`config.mk`:
```
export PLATFORM = sky130hd
export DESIGN_NAME = fsm_arb
export DESIGN_NICKNAME = d
export VERILOG_FILES = /design/src/rtl/fsm_arb.sv
export SDC_FILE = /design/constraint.sdc
export NUM_CORES = 1
export LEC_CHECK = 0
export ABC_AREA = 0
export BUFFER_PORTS_ARGS = -buffer_cell sky130_fd_sc_hd__buf_2
export CORE_MARGIN = 4
export CORE_UTILIZATION = 25
export CTS_BUF_LIST = sky130_fd_sc_hd__clkbuf_4 sky130_fd_sc_hd__clkbuf_8 sky130_fd_sc_hd__clkbuf_16
export DETAILED_ROUTE_END_ITERATION = 8
export GPL_TIMING_DRIVEN = 0
export PLACE_DENSITY = 0.55
export SYNTH_ARGS = -nofsm -noshare
export SYNTH_HDL_FRONTEND = slang
export SYNTH_SLANG_ARGS = --single-unit
export TNS_END_PERCENT = 30
```
`constraint.sdc`:
```
create_clock -name clk -period 8.6 [get_ports clk]
set_clock_uncertainty 0.2 [all_clocks]
set_input_delay 0.43 -clock clk [delete_from_list [all_inputs] [get_ports clk]]
set_output_delay 0.43 -clock clk [all_outputs]
set_load 0.01 [all_outputs]
```
`src/rtl/fsm_arb.sv`:
```
// Round-robin arbiter for CH requesters driving a single ack-paced target port.
// Runs multi-beat read/write bursts with an ack-timeout watchdog.
module fsm_arb #(
  parameter int unsigned CH      = 4,
  parameter int unsigned LEN_W   = 4,
  parameter int unsigned TIMEOUT = 16
) (
  input  logic                  clk,
  input  logic                  reset,
  input  logic [CH-1:0]         req,
  input  logic [CH-1:0]         we,
  input  logic [CH*LEN_W-1:0]   len,
  input  logic                  ack,
  output logic                  idle,
  output logic                  read,
  output logic                  write,
  output logic [CH-1:0]         grant,
  output logic [LEN_W-1:0]      beat_cnt,
  output logic                  done,
  output logic                  error
);

  localparam int unsigned IW = $clog2(CH);
  localparam int unsigned TW = $clog2(TIMEOUT + 1);

  typedef enum logic [1:0] {
    S_IDLE  = 2'd0,
    S_READ  = 2'd1,
    S_WRITE = 2'd2,
    S_ERROR = 2'd3
  } state_e;

  state_e            state_q;
  logic [IW-1:0]     ptr_q;
  logic [LEN_W-1:0]  len_q;
  logic [LEN_W-1:0]  beat_q;
  logic [TW-1:0]     tmo_q;

  logic [LEN_W-1:0]  len_a [CH];
  logic              found;
  logic [IW-1:0]     pick;
  logic [IW-1:0]     idx_b;
  logic              busy;
  logic              last_beat;

  for (genvar g = 0; g < CH; g++) begin : g_len
    assign len_a[g] = len[g*LEN_W +: LEN_W];
  end

  // First requester after the last owner, wrapping; the owner is also the new pointer.
  always_comb begin
    found = 1'b0;
    pick  = '0;
    idx_b = '0;
    for (int unsigned k = 1; k <= CH; k++) begin
      idx_b = IW'((32'(ptr_q) + k) % CH);
      if (!found && req[idx_b]) begin
        found = 1'b1;
        pick  = idx_b;
      end
    end
  end

  assign busy      = (state_q == S_READ) || (state_q == S_WRITE);
  assign last_beat = (beat_q == len_q);

  always_ff @(posedge clk or posedge reset) begin
    if (reset) begin
      state_q <= S_IDLE;
      ptr_q   <= IW'(CH - 1);
      len_q   <= '0;
      beat_q  <= '0;
      tmo_q   <= '0;
    end else begin
      case (state_q)
        S_IDLE: begin
          if (found) begin
            ptr_q   <= pick;
            len_q   <= len_a[pick];
            beat_q  <= '0;
            tmo_q   <= '0;
            state_q <= we[pick] ? S_WRITE : S_READ;
          end
        end
        S_READ, S_WRITE: begin
          if (ack) begin
            tmo_q <= '0;
            if (last_beat) begin
              beat_q  <= '0;
              state_q <= S_IDLE;
            end else begin
              beat_q <= beat_q + LEN_W'(1);
            end
          end else begin
            tmo_q <= tmo_q + TW'(1);
            if (tmo_q + TW'(1) == TW'(TIMEOUT)) begin
              beat_q  <= '0;
              state_q <= S_ERROR;
            end
          end
        end
        S_ERROR: state_q <= S_IDLE;
        default: state_q <= S_IDLE;
      endcase
    end
  end

  assign idle     = (state_q == S_IDLE);
  assign read     = (state_q == S_READ);
  assign write    = (state_q == S_WRITE);
  assign error    = (state_q == S_ERROR);
  assign grant    = busy ? (CH'(1) << ptr_q) : '0;
  assign beat_cnt = beat_q;
  assign done     = busy && ack && last_beat;

endmodule

```
==> flow_summary.ini, run 1 <==
[floorplan]
initial_core_util = 0.260
fp.dieH_um = 84.0
die_x_um = 84.0
num_rows = 27
design.die.area_sq_um = 7050
coreArea_sq_um = 5540
io_pins = 40

[detailed_routing]
wirelength_mm = 3.12
wl_met1_mm = 1.44
firstDrtPassIters = 4
wl_met3_um = 141
antenna_left = 0
vias_per_cell = 4.63
wl_per_cell_um = 11.5
wl_met2_mm = 1.48
dr.max_layer_used = met4
drc_errors = 0
vias = 1250
drtIter0Drc = 47

[status]
outcome = complete, no violations

[cts]
htree_num_levels = 1
clkSinkCount = 17
tritoncts = yes
postCtsHoldBufs = 0
cts_resized = 0
post_cts_buffers = 0
clock_latency_ps = 250
cts.path.max_buffers = 2
clk_pin_slew_worst_paths_ps = 60
cts_buffers = 3
root_buffer = clkbuf_8

[setup_path]
slowest_delay_ps = 590
crit_required_ps = 8580
crit_path_start_kind = flop
end_kind = flop
crit_path_top_delay_cell = dfstp_2
path_max_fanout = 10
critPathBufInv = 2
crit_chain = buf_2, inv_1, ha_1, mux4_2, a221o_1, o22ai_4, mux2_2, o21ai_1
crit_start = ptr_q[0]
reg2reg_to = len_q[0]
rrSetupSlack_ps = 5450
rr_startpoint = ptr_q[0]
cp_top_family = multiplexers
path_depth = 8
worst_ep_arrival_time_ps = 3130
r2r_cells = 8
cp-endpoint = len_q[0]
crit_type = reg -> reg

[timing]
worst_pin_slew_ps = 665
setup_viol = 0
maxSlewViolCount = 0
fin_crit_sh = 0.366
hold_viol = 0
max_slew_margin = 0.556
tns_ps = 0
max_freq_ghz = 0.318
fin_crit_ps = 3150
rsz0062_at_grt = no

[finish]
multi_input_area_sq_um = 940
final_cell_mix = 41 x buf_2, 15 x nand2_1, 15 x dfrtp_1
mostFrequentLayoutCell = buf_2
regArea_sq_um = 428
layout.nets = 236
finalNonFillerCells = 270
drive_above_1_share = 0.308
num_antenna_cells = 0
areaGrowthSynthToFinish_pct = 22.6
nFillCells = 619

[global_routing]
grt_max_degree = 18
grt_pass1_vias = 1200
gr-total-overflow = 0
grt_pass1_wl_mm = 5.40
gr-usage-all-layers = 0.0929
antenna_found_initial = 0

[pwr]
leakage_nw = 0.864
p_sw_frac = 0.455
irDropWorstVdd_v = 0.000110
switchingPower_uw = 284
power_frac_seq = 0.225
combPwrFrac = 0.681
clockPowerShare = 0.094
internal_power_uw = 341
power.density_nw_per_um2 = 353

[logic_synthesis]
ys.flop_type = dfrtp_1
synth-seq-cells = 17
ys_types = 45
netlist_area_sq_um = 1440
synth_edf_count = 0
synth_nets = 193
synthArstFlopShare = 1.00
synth_seq_area_share = 0.297
postSynthCellCount = 156
avgSynthCellArea_sq_um = 9.25
yosysWarnings = 0

[place]
dpl.hpwl_mm = 2.51
gp_congestion = 0.778
portBuffers = 38
dp_cells = 266

[hold_path]
hold_class = in -> async

[job]
cap_violations = 0
==> kinds of logic (layout without fill, tap and decap cells) <==
family          Yosys count  after routing  synth area share
compound gates           39             39             0.199
xor+xnor                  6              6            0.0364
fa+ha+maj                10             10            0.0867
buf+inv                  16             58            0.0520
flops                    17             17             0.297
mux                      20             20             0.153
simple gates             48             48             0.177
==> flip-flops by register name (all words and copies together) (netlist names) <==
register	cells
tmo_q	5
beat_cnt	4
len_q	4
ptr_q	2
state_q	2
==> power groups by stage <==
| stage | Clock [mW] | Sequential, mW | Combinational (mW) |
|---|---|---|---|
| after floorplan | 0 | 0.138 | 0.345 |
| after global placement | 0 | 0.143 | 0.429 |
| after detailed placement | 0 | 0.143 | 0.433 |
| after CTS | 0.0621 | 0.141 | 0.434 |
| after global routing | 0.0656 | 0.146 | 0.486 |
| final | 0.0587 | 0.141 | 0.426 |
==> worst register-to-register path, cell delays in order, from the launching register on <==
cell     delay [ps]
dfstp_2         590
buf_2           250
inv_1           110
ha_1            440
mux4_2          400
a221o_1         380
o22ai_4         230
mux2_2          370
o21ai_1         120
==> synthesized netlist by cell type (4+ instances only) <==
master / n / area share
nor2_1: 6 / 0.016
ha_1: 10 / 0.087
mux2i_1: 13 / 0.090
and2_1: 5 / 0.022
o21ai_0: 9 / 0.031
mux2_2: 6 / 0.047
o21a_1: 4 / 0.021
nand2_1: 15 / 0.039
o21ai_1: 5 / 0.017
nor4_1: 4 / 0.017
inv_1: 9 / 0.023
xor2_1: 6 / 0.036
a21oi_1: 5 / 0.017
dfrtp_1: 15 / 0.26
==> through the flow <==
stage / cell area (sq um) / util / hold WS [ps] / worst slack, ps / total power [mW]
floorplan: 1440 / - / 155 / 5700 / 0.483
global placement: 1720 / 0.311 / 297 / 5410 / 0.572
detailed placement: 1720 / 0.311 / 298 / 5440 / 0.575
CTS: 1770 / 0.319 / 80.5 / 5420 / 0.638
global route: 1770 / 0.319 / 130 / 5280 / 0.698
finish: 1770 / 0.319 / 64.8 / 5450 / 0.625
==> final cells by class <==
type | count | area share
plain buffers | 7 | 0.0233
clock buffers | 3 | 0.0233
clock inverters | 1 | 0.00283
inverters | 9 | 0.0191
multi-input cells | 123 | 0.531
flip-flops and latches | 17 | 0.242
well taps | 72 | 0.0509
repair buffers | 38 | 0.107
==> per-layer routing <==
layer / up-vias / global-route usage
li1: 650 / -
met1: 576 / 0.118
met2: 19 / 0.150
met3: 5 / 0.0247
met4: 0 / 0.0351
met5: - / 0
==> how the worst min path moves through the flow <==
stage	start	endpoint	slack (ps)
after floorplan	reset	beat_cnt[0]	150
after detailed placement	len_q[0]	len_q[0]	300
after global placement	len_q[0]	len_q[0]	300
after CTS	reset	len_q[2]	80
after global routing	reset	len_q[2]	130
final	reset	tmo_q[1]	60
No activity file was read; power rests on OpenSTA's default activity.
==> run 2, diff against run 1 <==
ABC_AREA = 1   (was 0)
clock period = 3.2 ns   (was 8.6 ns; I/O delays follow)
==> run 2 against run 1 <==
Effect of this change: register-to-register slack lost 5000 ps; cell count is 26% higher; die area is 6.5% higher; global-route usage grew 0.68 points; combinational power grew to 3.8 times the previous value; highest routed layer unchanged.
==> flow_summary.ini, run 2 <==
[status]
outcome = complete, no violations

[place]
portBuffers = 39
gp_congestion = 0.778
placed_area_sq_um = 1840
dpl.hpwl_mm = 2.94

[floorplan]
design.die.area_sq_um = 7510
num_rows = 28
die_x_um = 86.7
coreArea_sq_um = 5960
initial_core_util = 0.260
io_pins = 40
fp.dieH_um = 86.7

[cts]
clk_pin_slew_worst_paths_ps = 70
htree_num_levels = 1
post_cts_buffers = 0
root_buffer = clkbuf_8
cts_buffers = 3
tritoncts = yes
clkSinkCount = 17
clock_latency_ps = 250
cts.path.max_buffers = 2

[pwr]
leakage_nw = 1.05
power.density_nw_per_um2 = 1160
irDropWorstVdd_v = 0.000468

[setup_path]
crit_path_start_kind = flop
slowest_delay_ps = 560
crit_path_top_delay_cell = dfstp_2
crit_type = reg -> reg
worst_ep_arrival_time_ps = 2720
worst_path_most_repeated_cell = nand3_1
end_kind = flop
crit_required_ps = 3150
path_max_fanout = 10
crit_chain = buf_6, inv_8, ha_1, inv_1, nand3_2, nand2_4, inv_4, nand3_1, nor2_1, nor2_2, inv_2, nand3_1, nand3_1, nand2_1, nand2_1

[job]
cap_violations = 0

[timing]
hold_viol = 0
worst_pin_slew_ps = 668
fin_crit_sh = 0.865
setup_viol = 0
max_freq_ghz = 0.361
rsz0062_at_grt = no
fin_crit_ps = 2770
tns_ps = 0
max_slew_margin = 0.554
maxSlewViolCount = 0

[logic_synthesis]
synth.most_common_cell = nand2_1
synth_mux_area_frac = 0
synth_nets = 259
synth-seq-cells = 17
synth_top_area_cell = dfrtp_1
netlist_area_sq_um = 1550
synth_xor_area_frac = 0.0340
yosys.area_share.adder = 0.0809
synth_seq_area_share = 0.277
yosys.area_share.simple = 0.458
synth_edf_count = 0
synth_top_area_share = 0.243
avgSynthCellArea_sq_um = 6.97
synth_compound_area_frac = 0.0542
synth_common_cells = 69 x nand2_1, 39 x nand3_1, 28 x inv_1
postSynthCellCount = 222
synthArstFlopShare = 1.00
ys.flop_type = dfrtp_1
synthTopCellsByArea = dfrtp_1 24%, nand2_1 17%, nand3_1 13%, ha_1 8.1%, inv_1 6.8%
synth_top_family_by_area = simple AND/OR/NAND/NOR gates
ys_types = 31
yosysWarnings = 0

[global_routing]
gr-total-overflow = 0
antenna_found_initial = 0
gr-usage-all-layers = 0.0998
grt_max_degree = 18
grt_pass1_vias = 1380
grt_pass1_wl_mm = 6.17

[finish]
stdcell_area_sq_um = 1890
final_cell_mix = 69 x nand2_1, 39 x nand3_1, 39 x buf_2
drive_above_1_share = 0.263
nFillCells = 672
layout.nets = 304
areaGrowthSynthToFinish_pct = 22.5
largest_register_ffs = 5
finish.utilization = 0.318
num_antenna_cells = 0
mostFrequentLayoutCell = nand2_1
max_flop_register = tmo_q

[detailed_routing]
vias = 1495
drtIter0Drc = 79
wl_per_cell_um = 10.6
firstDrtPassIters = 4
drc_errors = 0
wirelength_mm = 3.62
antenna_left = 0
vias_per_cell = 4.38

[hold_path]
hold_class = in -> reg
-- run 2: cell count changes in the layout (fill, tap and decap cells not counted), sizes merged, moves of 5 or more --
| cell | previous run | this run |
|---|---|---|
| mux2i | 13 | 0 |
| nor2 | 6 | 11 |
| nand2 | 15 | 81 |
| o21ai | 14 | 9 |
| mux2 | 6 | 0 |
| inv | 9 | 31 |
| nand3 | 3 | 41 |
-- run 2: report_power, final --
group	switching (mW)	total, mW	internal (mW)
combinational	1.05	1.63	0.586
sequential	0.0791	0.388	0.309
clock	0.0701	0.167	0.0969
-- run 2: critical path, delay by kind of cell (launching register included) --
kind | cells | cell delay (ps)
and+or+nand+nor | 9 | 990
DFF | 1 | 560
buffers and inverters | 5 | 550
adders and majority gates | 1 | 370
-- run 2: repair_timing --
action | CTS | global route
hold buffers | 1 | 0
resized for setup | 0 | 0
endpoints found under the hold margin | 15 | 0
-- run 2: layer usage --
metal	routed length, um	vias up	track usage
li1	-	795	-
met2	1590	37	0.162
met4	25	0	0.0255
met1	1760	659	0.129
met5	0	-	0
met3	248	4	0.0304
-- run 2: cells by family after synthesis --
logic type | after synthesis
buffers and inverters | 33
DFF | 17
adders and majority gates | 10
AOI/OAI and AO/OA | 13
xor gates and xnor gates | 6
and+or+nand+nor | 143
-- run 2: final cells by class --
type | instances | area [sq um] | share of cell area
repair buffers | 40 | 205 | 0.108
multi-input cells | 172 | 970 | 0.512
plain buffers | 2 | 22.5 | 0.0119
flip-flops and latches | 17 | 428 | 0.226
well taps | 75 | 93.8 | 0.0495
inverters | 31 | 126 | 0.0667
clock buffers | 4 | 48.8 | 0.0258
-- run 2: path summary, 6_finish.rpt --
| path | start | end | slack [ps] | cells after the start |
|---|---|---|---|---|
| min in group asynchronous | reset | state_q[1] | 340 | 3 |
| setup / recovery | ptr_q[0] | state_q[0] | 430 | 15 |
| hold / removal | len[5] | len_q[1] | 40 | 5 |
| setup reg to reg | ptr_q[0] | state_q[0] | 430 | 15 |
| max in group asynchronous | reset | beat_cnt[3] | 2030 | 3 |
| hold reg to reg | tmo_q[4] | tmo_q[4] | 300 | 2 |
-- run 2: through the flow --
stage | setup WS, ps | hold slack [ps] | total power, mW | std cells
2_1_floorplan | 758 | -115 | 1.68 | 222
3_3_place_gp | 461 | 88.8 | 2.02 | 336
3_5_place_dp | 449 | 94.5 | 2.04 | 336
4_1_cts | 425 | 28.6 | 2.22 | 341
5_1_grt | 200 | 82.7 | 2.46 | 341
6_report | 432 | 42.7 | 2.19 | 341
